===== config.mk =====
export PLATFORM = sky130hd
export DESIGN_NAME = if_id_queue
export DESIGN_NICKNAME = d
export VERILOG_FILES = /design/src/rtl/if_id_queue.sv
export SDC_FILE = /design/constraint.sdc
export NUM_CORES = 1
export LEC_CHECK = 0
export ABC_AREA = 1
export ABC_CLOCK_PERIOD_IN_PS = 6500
export CORE_UTILIZATION = 45
export DETAILED_ROUTE_END_ITERATION = 7
export PLACE_DENSITY = 0.65
export REMOVE_ABC_BUFFERS = 1
export SKIP_LAST_GASP = 1
export SYNTH_ARGS = -nofsm -noshare
export SYNTH_HDL_FRONTEND = slang
export SYNTH_SLANG_ARGS = --single-unit

===== constraint.sdc =====
create_clock -name clk_i -period 6.5 [get_ports clk_i]
set_input_delay 1.3 -clock clk_i [delete_from_list [all_inputs] [get_ports clk_i]]
set_output_delay 1.3 -clock clk_i [all_outputs]
set_load 0.1 [all_outputs]

===== src/rtl/if_id_queue.sv =====
// IF/ID boundary: DEPTH-entry instruction queue feeding a registered decode-side
// output stage, with jump/interrupt flush and NOP bubble insertion when empty.
module if_id_queue #(
  parameter int unsigned             ADDR_WIDTH = 32,
  parameter int unsigned             DATA_WIDTH = 32,
  parameter int unsigned             DEPTH      = 4,
  parameter logic [DATA_WIDTH-1:0]   NOP_INST   = DATA_WIDTH'(32'h0000_0013)
) (
  input  logic                         clk_i,
  input  logic                         rst_i,
  input  logic                         inst_valid_i,
  input  logic [ADDR_WIDTH-1:0]        inst_addr_i,
  input  logic [DATA_WIDTH-1:0]        inst_i,
  output logic                         ready_o,
  input  logic                         id_stall_i,
  input  logic                         flush_jump_i,
  input  logic                         flush_interrupt_i,
  output logic [ADDR_WIDTH-1:0]        inst_addr_o,
  output logic [DATA_WIDTH-1:0]        inst_o,
  output logic                         valid_o,
  output logic [$clog2(DEPTH+1)-1:0]   count_o
);

  localparam int unsigned PW = $clog2(DEPTH);
  localparam int unsigned CW = $clog2(DEPTH+1);

  logic [ADDR_WIDTH-1:0] r_mem_addr [DEPTH];
  logic [DATA_WIDTH-1:0] r_mem_inst [DEPTH];
  logic [PW-1:0]         r_wr_ptr;
  logic [PW-1:0]         r_rd_ptr;
  logic [CW-1:0]         r_count;
  logic [ADDR_WIDTH-1:0] r_out_addr;
  logic [DATA_WIDTH-1:0] r_out_inst;
  logic                  r_out_valid;

  logic w_flush;
  logic w_push;
  logic w_adv;
  logic w_empty;
  logic w_bypass;
  logic w_wr;
  logic w_pop;

  // ready_o is a pure function of registered occupancy.
  assign ready_o  = (r_count != CW'(DEPTH));
  assign w_flush  = flush_jump_i | flush_interrupt_i;
  assign w_push   = inst_valid_i & ready_o;
  assign w_adv    = ~id_stall_i;
  assign w_empty  = (r_count == '0);

  // An empty queue with decode advancing sends the fetched word straight out.
  assign w_bypass = w_adv & w_empty & w_push;
  assign w_wr     = w_push & ~w_flush & ~w_bypass;
  assign w_pop    = w_adv & ~w_flush & ~w_empty;

  always_ff @(posedge clk_i) begin
    if (w_wr && !rst_i) begin
      r_mem_addr[r_wr_ptr] <= inst_addr_i;
      r_mem_inst[r_wr_ptr] <= inst_i;
    end
  end

  always_ff @(posedge clk_i) begin
    if (rst_i || w_flush) begin
      r_wr_ptr <= '0;
      r_rd_ptr <= '0;
      r_count  <= '0;
    end else begin
      if (w_wr)  r_wr_ptr <= r_wr_ptr + PW'(1);
      if (w_pop) r_rd_ptr <= r_rd_ptr + PW'(1);
      case ({w_wr, w_pop})
        2'b10:   r_count <= r_count + CW'(1);
        2'b01:   r_count <= r_count - CW'(1);
        default: r_count <= r_count;
      endcase
    end
  end

  always_ff @(posedge clk_i) begin
    if (rst_i || w_flush) begin
      r_out_addr  <= '0;
      r_out_inst  <= NOP_INST;
      r_out_valid <= 1'b0;
    end else if (w_adv) begin
      if (!w_empty) begin
        r_out_addr  <= r_mem_addr[r_rd_ptr];
        r_out_inst  <= r_mem_inst[r_rd_ptr];
        r_out_valid <= 1'b1;
      end else if (w_push) begin
        r_out_addr  <= inst_addr_i;
        r_out_inst  <= inst_i;
        r_out_valid <= 1'b1;
      end else begin
        r_out_addr  <= '0;
        r_out_inst  <= NOP_INST;
        r_out_valid <= 1'b0;
      end
    end
  end

  assign inst_addr_o = r_out_addr;
  assign inst_o      = r_out_inst;
  assign valid_o     = r_out_valid;
  assign count_o     = r_count;

endmodule


### After elaboration in Yosys (flattened, before gate mapping)

Memories as Yosys holds them, arrays and structs flattened. A register that Yosys moved wholly into a read port is not among the register bits.
Cells that the tools add are included.

| storage, ports and cells | value |
|---|---|
| latch bits | 0 |
| bits in read-only memories | 0 |
| register bits after elaboration | 72 |
| word-level logic and storage cells | 45 |
| bits of input ports | 70 |
| output and inout port bits | 69 |
| bits in writable memories | 256 |
| memories kept | 2 |

Memories:

| memory | words | bits a word | rd ports | clocked after Yosys merged registers in | wr ports | line | RTL |
|---|---|---|---|---|---|---|---|
| r_mem_addr | 4 | 32 | 1 | 1 | 1 | 27 | `logic [ADDR_WIDTH-1:0] r_mem_addr [DEPTH];` |
| r_mem_inst | 4 | 32 | 1 | 1 | 1 | 28 | `logic [DATA_WIDTH-1:0] r_mem_inst [DEPTH];` |

| cells by class | value |
|---|---|
| equal/unequal tests | 3 |
| $add $sub $neg | 4 |
| multipliers | 0 |
| reduce and logical (&&, ||, !) cells | 5 |
| $lt $le $gt $ge | 0 |
| multiplexer cells | 13 |
| shifts and indexed selects | 0 |
| bitwise gates (word level) | 12 |
| div/mod/pow operators | 0 |

Operators by type and width:

| operator | number |
|---|---|
| 32-bit two-way mux | 4 |
| 2-bit two-way mux | 4 |
| 1-bit AND | 7 |
| 3-bit case mux with 2 select lines | 1 |
| 2-bit by 1-bit adder with 2-bit output, second input constant | 2 |
| 1-bit two-way mux | 4 |
| 1-bit inverter | 4 |
| 3-bit by 1-bit adder with 3-bit output, second input constant | 1 |
| 3-bit zero test | 1 |
| 3-bit != test, second input constant | 1 |
| 3-bit by 1-bit subtractor with 3-bit output, second input constant | 1 |
| 2-bit by 1-bit equality test with 1-bit output, second input constant | 1 |
| 2-bit equality test, second input constant | 1 |
| 2-bit nonzero test | 1 |
| 1-bit logical AND | 1 |
| 1-bit zero test | 1 |
| 1-bit logical OR | 1 |
| 1-bit OR | 1 |

### Longest topological paths before layout

Gate-level depths: netlist (run 1).

| logic depth | value |
|---|---|
| word-level depth | 8 |
| depth in mapped cells | 13 |
| depth with buffers taken out | 13 |

### Worst setup path after synthesis (run 1)

Ideal clock, no wire load.

| timing path | value |
|---|---|
| kind | reg-to-reg |
| from | register r_count[0], in the netlist count_o[0] |
| to | memory r_mem_addr[0][0] (enable) |
| arrival | 4919 ps |
| stages on the path, launching flop included | 5 |
| period minus slack after synthesis | 5405 ps |
| data required time | 6013 ps |
| library setup time | 487 ps |
| buffers on the path | 0 |
| setup slack | 1095 ps |
| path through | dfxtp_1 > nor2_4 > nand2_1 > nand4_1 > nor2_1 |

| on the way | value |
|---|---|
| longest elaborated chain between the ends | 8 |
| elaborated cells on any way between the ends | 11 |
| classes of those cells | eq/ne: 1; mux: 2; bitwise: 6; reduce/logical: 2 |

RTL lines:

| element | line | RTL |
|---|---|---|
| start, declared | 31 | `logic [CW-1:0] r_count;` |
| start signal, assigned | 72 | `2'b10: r_count <= r_count + CW'(1);` |
| start signal, assigned | 73 | `2'b01: r_count <= r_count - CW'(1);` |
| start signal, assigned | 74 | `default: r_count <= r_count;` |
| 3-bit != test (*) | 45 | `assign ready_o = (r_count != CW'(DEPTH));` |
| via ready_o | 14 | `output logic ready_o,` |
| 1-bit AND (*) | 47 | `assign w_push = inst_valid_i & ready_o;` |
| 1-bit AND | 52 | `assign w_bypass = w_adv & w_empty & w_push;` |
| 1-bit inverter | 53 | `assign w_wr = w_push & ~w_flush & ~w_bypass;` |
| 1-bit AND (*) | 53 |  |
| 1-bit logical AND (*) | 57 | `if (w_wr && !rst_i) begin` |
| 1-bit two-way mux (*) | 57 |  |
| 1-bit two-way mux (not written as such) (*) | 58 | `r_mem_addr[r_wr_ptr] <= inst_addr_i;` |
| end, declared | 27 |  |

Mark *: on every way through the listed nets, which the timed path passes. The rest lies on a longest branch.

### Worst setup path after layout (run 1)

| timing path | value |
|---|---|
| from | input port id_stall_i |
| to | memory r_mem_inst[2][28] (enable) |

| on the way | value |
|---|---|
| longest elaborated chain between the ends | 8 |

RTL lines:

| element | line | RTL |
|---|---|---|
| start, declared | 15 | `input logic id_stall_i,` |
| 1-bit inverter | 48 | `assign w_adv = ~id_stall_i;` |
| 1-bit AND (2 in a row) | 52 |  |
| 1-bit inverter | 53 |  |
| 1-bit AND | 53 |  |
| 1-bit logical AND | 57 |  |
| 1-bit two-way mux | 57 |  |
| 1-bit two-way mux (not written as such) | 59 | `r_mem_inst[r_wr_ptr] <= inst_i;` |
| end, declared | 28 |  |

No other way between the ends.

==> key figures, run 1 <==
GRT
  • Initial antenna violation count: 2
  • Largest net degree at the start of global routing: 129
  • First-pass GRT wire length: 49.51 mm
  • Vias in the first global route: 9,469
  • Total global routing overflow: 0
  • Global Route Usage Sum: 0.2015

Pwr
  • Leakage: 0.006833 uW
  • Worst vdd ir: 0.1474 mV
  • Power per cell area: 271.1 nW/um2

Floorplan
  • Die area: 31,610 um2
  • Rows: 64
  • Initial Utilization: 0.4559
  • Die X: 177.8 um
  • Core ar.: 30,510 um2
  • Die H: 177.8 um
  • IO Pins: 139

Setup path
  • Arrival @ worst endpoint: 4.29 ns
  • Worst endpoint required time: 6.66 ns
  • CP top delay family: buffers and inverters
  • Cell count of the worst reg-to-reg path: 5
  • Crit path largest cell delay: 0.85 ns
  • R2R Setup Slk: 3.75 ns
  • Crit Path Class: primary input to flip-flop
  • Startpoint type of the worst setup path: primary input
  • Crit path capture type: flip-flop
  • Slowest-stage cell, CP: nor2_4
  • Max Fanout on Critical Path: 63
  • RR Startpoint: count_o[1]$_SDFFE_PP0P_
  • Buf/Inv on CP: 3
  • Reg-to-reg endpoint: r_mem_inst[2][28]$_DFFE_PP_
  • Critical-path cell list: clkdlybuf4s50_1 > inv_4 > nand3_4 > nand4_1 > nor2_4 > buf_4

CTS
  • Setup bufs post-CTS: 0
  • H-tree levels: 2
  • Cts hold-fix bufs: 0
  • CTS Buf Count: 35
  • CTS tree: built
  • Max Buffers Root-to-Sink: 3
  • Root buffer cell: clkbuf_16
  • Sink Count: 330
  • Clock latency on the worst-skew pair: 0.50 ns
  • Resized cells post-CTS: 0
  • Clock slew at reported path FFs: 0.06 ns

Synth
  • Syn Area/Cell: 9.740 um2
  • Gate Count Post-Synth: 1,428
  • Count of different cell masters after synthesis: 25
  • Top FF cell, synth: edfxtp_1
  • Netlist Area Pre-Place: 13,910 um2
  • Asr flop ratio synth: 0
  • Seq cells post-synth: 330
  • Ys Warns: 0
  • Post-synth EDFFs: 256
  • Sequential element share of the synthesized area: 0.6592

Timing
  • Slew HR: 0.2430
  • Final Setup Violations: 0
  • F_max: 0.2420 GHz
  • Hold Vio Cnt, Final: 0
  • Fin crit share: 0.6357
  • Tmin final: 4.132 ns
  • Clk_skew: 0.01141 ns
  • Setup TNS: 0 ns
  • Hold Slack: 0.5043 ns
  • Setup WS post-layout: 2.368 ns
  • Slew Limit Fails: 0
  • Worst-Margin Slew: 1.136 ns
  • RSZ-0062 raised after global routing: false

Routing
  • WL/cell: 15.91 um
  • Total number of vias: 9,728
  • Vias/cell: 4.961
  • Detail Route Antenna Nets: 0
  • DRC errors left: 0
  • Drt pass-1 iters: 6
  • DRT iter0 DRCs: 837
  • Aggregate routed wire length: 31.21 mm

Finish
  • Layout cells sized above 1: 0.07417
  • Register area: 9176 um2
  • Final #Nets: 1,615
  • Syn-to-layout area delta: 19.70%
  • Multi-input gate area: 3799 um2
  • Filler instances: 2,654

Place
  • Dpl ws: 1.804 ns
  • Gp weighted congestion: 0.7705
  • Input/output buffers: 138
  • Post-DP HPWL: 17.36 mm

Job
  • Max_cap viols: 0

Status
  • Outcome: finished clean

Hold path
  • Worst Hold Launch: r_rd_ptr[1]$_SDFFE_PP0P_
  • WHS Path Cells: 2
  • HP Class: flip-flop to flip-flop
worst max path at each step:
| stage | start | depth (start not counted) | end |
|---|---|---|---|
| CTS | id_stall_i | 6 | r_mem_inst[2][8]$_DFFE_PP_ |
| global placement | id_stall_i | 6 | r_mem_inst[2][28]$_DFFE_PP_ |
| finish | id_stall_i | 6 | r_mem_inst[2][28]$_DFFE_PP_ |
| floorplan | count_o[0]$_SDFFE_PP0P_ | 4 | r_mem_addr[0][0]$_DFFE_PP_ |
| global route | id_stall_i | 6 | r_mem_addr[2][29]$_DFFE_PP_ |
| detailed placement | id_stall_i | 6 | r_mem_addr[2][4]$_DFFE_PP_ |
stage by stage:
stage	total power [uW]	util	cell area, um2	std cells
final	4514	0.5457	16650	1961
after global routing	4647	0.5456	16650	1960
after CTS	4546	0.5456	16650	1960
after detailed placement	2594	0.5086	15520	1898
after global placement	2589	0.5086	15520	1898
after floorplan	2477	-	13480	1353
cells by family (layout without fill, tap and decap cells):
logic type / Yosys count / in the layout / share of synthesized area
adders and majority gates: 6 / 6 / 0.005937
buffers and inverters: 223 / 359 / 0.07071
AOI/OAI and AO/OA: 135 / 135 / 0.04957
xor gates and xnor gates: 1 / 1 / 0.0006298
and+or+nand+nor: 733 / 733 / 0.2139
other: 0 / 1 / 0
DFF: 330 / 330 / 0.6592
cell usage in the layout (no fill, tap or decap):
master / instances
nor2_1: 375
edfxtp_1: 256
nand2_1: 233
inv_1: 143
clkdlybuf4s50_1: 137
o21ai_0: 126
nand3_1: 75
dfxtp_1: 72
nand2_2: 40
clkbuf_16: 37
clkbuf_1: 10
buf_4: 9
clkinv_2: 7
a21oi_1: 7
nor2_4: 5
ha_1: 5
nand4_1: 3
clkinv_1: 3
bufinv_16: 3
inv_4: 2
nand3_4: 2
inv_2: 2
dfxtp_4: 2
clkbuf_8: 2
buf_12: 2
diode_2: 1
a21oi_4: 1
xor2_1: 1
o211ai_1: 1
fa_1: 1
clkinvlp_4: 1
buf_2: 1
power by group:
| part | leakage (uW) | total [uW] | internal [uW] | switching, uW |
|---|---|---|---|---|
| clock network | 0.000553 | 1970 | 1180 | 784 |
| logic | 0.00338 | 257 | 81.8 | 176 |
| registers | 0.00290 | 2290 | 2280 | 6.67 |
cell type report:
class	instances	area share
Multi-Input combinational cell	875	0.2282
Antenna cell	1	0.0001503
Inverter	148	0.03374
Clock buffer	49	0.05952
Clock inverter	13	0.008342
Timing Repair Buffer	149	0.08913
Tap cell	396	0.02976
Sequential cell	330	0.5512
tightest hold or removal path: stages (launching register included):
cell and delay (ns):
dfxtp_1 0.32, nand2_1 0.07, a21oi_1 0.07
metal layers:
layer | up-vias | global-route usage | part of all wire
li1 | 4817 | - | -
met1 | 4597 | 0.2734 | 0.46
met2 | 256 | 0.3286 | 0.46
met3 | 56 | 0.03728 | 0.060
met4 | 2 | 0.05983 | 0.023
met5 | - | 0 | 0.00042
registers in the layout, summed over array words and instances, names as in the netlist, named ones only:
| register | flops |
|---|---|
| inst_addr_o | 32 |
| count_o | 3 |
| r_rd_ptr | 2 |
| r_mem_addr | 128 |
| r_mem_inst | 128 |
| inst_o | 32 |
| valid_o | 1 |
| r_wr_ptr | 2 |
Yosys cell counts, types with 2 or more instances:
| library cell | instances | share of area |
|---|---|---|
| buf_4 | 2 | 0.0011 |
| o21ai_0 | 126 | 0.045 |
| buf_2 | 38 | 0.014 |
| dfxtp_1 | 74 | 0.11 |
| edfxtp_1 | 256 | 0.55 |
| clkbuf_1 | 25 | 0.0067 |
| nand3_1 | 76 | 0.027 |
| nand2_2 | 40 | 0.018 |
| inv_2 | 4 | 0.0011 |
| buf_12 | 5 | 0.0072 |
| nand2_1 | 233 | 0.063 |
| ha_1 | 5 | 0.0045 |
| a21oi_1 | 7 | 0.0025 |
| buf_1 | 4 | 0.0011 |
| nand4_1 | 3 | 0.0013 |
| inv_1 | 143 | 0.039 |
| nor2_1 | 379 | 0.10 |
Note: power is estimated with default switching activity, not from simulation.
==> run 2, diff against run 1 <==
--- a/config.mk
+++ b/config.mk
@@ -6,7 +6,7 @@
 export NUM_CORES = 1
 export LEC_CHECK = 0
 export ABC_AREA = 1
-export ABC_CLOCK_PERIOD_IN_PS = 6500
+export ABC_CLOCK_PERIOD_IN_PS = 4110
 export CORE_UTILIZATION = 45
 export DETAILED_ROUTE_END_ITERATION = 7
 export PLACE_DENSITY = 0.65
==> constraint.sdc (replaced) <==
create_clock -name clk_i -period 4.11 [get_ports clk_i]
set_input_delay 0.822 -clock clk_i [delete_from_list [all_inputs] [get_ports clk_i]]
set_output_delay 0.822 -clock clk_i [all_outputs]
set_load 0.1 [all_outputs]
==> run 2 against run 1 <==
Compared with the run above: final cell count is 0.10% higher; sequential share of layout area is 0.21 points lower; routed wire length decreased by 0.25%; combinational power up 58%; total power rose by 57%; register-to-register slack got worse by 2.0 ns; die area is the same; worst hold slack worse by 0.018 ns; critical path type is now flip-flop to output port; highest routed layer unchanged.
==> key figures, run 2 (same netlist as run 1, synthesis figures left out) <==
Pwr
  • Total power: 7107 uW (+57%)
  • Leakage: 0.006855 uW (+0.32%)
  • Power per cell area: 425.2 nW/um2 (+57%)
  • Worst vdd ir: 0.2634 mV (+79%)

Routing
  • DRC errors left: 0 (unchanged)
  • Aggregate routed wire length: 31.13 mm (-0.25%)
  • Drt pass-1 iters: 5 (-1)
  • Detail Route Antenna Nets: 0 (unchanged)
  • Met2 WL: 15.11 mm (+5.0%)
  • Max Used Layer: met5
  • Vias/cell: 4.962 (about the same)
  • Met3 wire len: 1.615 mm (-13%)
  • Met1 WL: 13.80 mm (-2.9%)
  • DRT iter0 DRCs: 749 (-11%)
  • Total number of vias: 9,740 (+0.12%)
  • WL/cell: 15.86 um (-0.35%)

Timing
  • Slew Limit Fails: 0 (unchanged)
  • Hold Vio Cnt, Final: 0 (unchanged)
  • F_max: 0.3160 GHz
  • Final Setup Violations: 0 (unchanged)
  • Clk_skew: 0.01317 ns (+0.001766 ns)
  • Fin crit share: 0.7700
  • Setup WS post-layout: 0.9454 ns (-1.423 ns)
  • RSZ-0062 raised after global routing: false
  • Tmin final: 3.165 ns
  • Slew HR: 0.2349 (-0.008116)
  • Worst-Margin Slew: 1.148 ns (+0.01217 ns)

Setup path
  • Crit Path Class: flip-flop to output port
  • Cell count of the worst reg-to-reg path: 7 (+2)
  • Critical-path cell list: nor2_4 > nand2_1 > clkdlybuf4s50_1
  • Crit path capture type: output port
  • R2R Setup Slk: 1.79 ns (-1.96 ns)
  • Worst endpoint required time: 3.29 ns (-3.37 ns)
  • Slowest-stage cell, CP: clkdlybuf4s50_1
  • Startpoint type of the worst setup path: flip-flop
  • Reg-to-reg endpoint: inst_addr_o[10]$_SDFFE_PP0N_
  • Critical path endpoint: ready_o
  • Crit path largest cell delay: 1.17 ns (+0.32 ns)
  • CP Launch Point: count_o[1]$_SDFFE_PP0P_
  • Arrival @ worst endpoint: 2.34 ns (-1.95 ns)
  • Max Fanout on Critical Path: 5 (-92%)

Finish
  • Multi-input gate area: 3799 um2 (unchanged)
  • Layout cells sized above 1: 0.07791 (+0.003737)
  • Most frequent cells in the layout: nor2_1, edfxtp_1, nand2_1
  • Filler instances: 2,674 (+0.75%)
  • Regs by FF count: r_mem_addr x128, r_mem_inst x128
  • Syn-to-layout area delta: 20.17%
  • Register area: 9176 um2 (unchanged)
  • Final #Nets: 1,616 (+0.062%)
  • Commonest non-fill, non-tap cell in the layout: nor2_1

Hold path
  • HP Class: flip-flop to flip-flop
  • Worst Hold Launch: valid_o$_SDFFE_PP0N_
  • WHS Path Cells: 2 (unchanged)

CTS
  • Clock slew at reported path FFs: 0.06 ns (about the same)
  • Max Buffers Root-to-Sink: 3 (unchanged)
  • Cts hold-fix bufs: 0 (unchanged)
  • CTS tree: built
  • H-tree levels: 2 (unchanged)
  • Clock latency on the worst-skew pair: 0.50 ns (about the same)
  • Sink Count: 330 (unchanged)
  • Setup bufs post-CTS: 0 (unchanged)
  • Root buffer cell: clkbuf_16
  • CTS Buf Count: 35 (unchanged)
  • Resized cells post-CTS: 0 (unchanged)

Floorplan
  • Initial Utilization: 0.4559 (unchanged)
  • Die X: 177.8 um (unchanged)
  • Core ar.: 30,510 um2 (unchanged)
  • IO Pins: 139 (unchanged)
  • Die area: 31,610 um2 (unchanged)
  • Rows: 64 (unchanged)
  • Die H: 177.8 um (unchanged)

GRT
  • Total global routing overflow: 0 (unchanged)
  • Vias in the first global route: 9,446 (-0.24%)
  • Largest net degree at the start of global routing: 129 (unchanged)
  • Initial antenna violation count: 3 (+1)
  • Global Route Usage Sum: 0.1996 (-0.001914)
  • First-pass GRT wire length: 49.07 mm (-0.89%)

Place
  • Dpl ws: 0.7745 ns (-1.030 ns)
  • Gp weighted congestion: 0.7731 (+0.34%)
  • Input/output buffers: 138 (unchanged)
  • Post-DP HPWL: 16.99 mm (-2.1%)

Job
  • Max_cap viols: 0 (unchanged)

Status
  • Outcome: finished clean
-- run 2: report_power, final --
group          internal [uW]  switching [uW]  total (uW)
clock network           1840            1240        3080
registers               3610            9.87        3620
logic                    131             276         406
total                   5580            1530        7110
-- run 2: critical path, delay by kind of cell (launching register included) --
family	cells	cell delay, ns
buffers and inverters	1	1.17
and+or+nand+nor	2	0.23
DFF	1	0.44
-- run 2: worst min-delay path by stage --
stage / end
after CTS: valid_o$_SDFFE_PP0N_
after floorplan: flip-flop
after detailed placement: valid_o$_SDFFE_PP0N_
after global placement: flip-flop
after global routing: flip-flop
final: valid_o$_SDFFE_PP0N_
-- run 2: metal layers --
layer	track usage	up-vias
met5	0	-
met4	0.05556	4
met3	0.03299	47
met2	0.3446	244
met1	0.2585	4640
li1	-	4805
-- run 2: through the flow --
step           utilization  setup TNS [ns]  cell area, um2  std cells  hold slack (ns)
2_1_floorplan            -         -346.34           13480       1353           0.4694
3_3_place_gp        0.5105               0           15570       1899           0.4785
3_5_place_dp        0.5105               0           15570       1899           0.4704
4_1_cts             0.5477               0           16710       1962           0.4907
5_1_grt             0.5477               0           16710       1962           0.5083
6_report            0.5478               0           16710       1963           0.4867
-- run 2: area by class of cell --
class | instances | share of cell area
Antenna cell | 1 | 0.0001497
Sequential cell | 330 | 0.5490
Tap cell | 396 | 0.02965
Inverter | 148 | 0.03361
Timing Repair Buffer | 150 | 0.09223
Clock buffer | 45 | 0.05959
Clock inverter | 18 | 0.008459
Multi-Input combinational cell | 875 | 0.2273
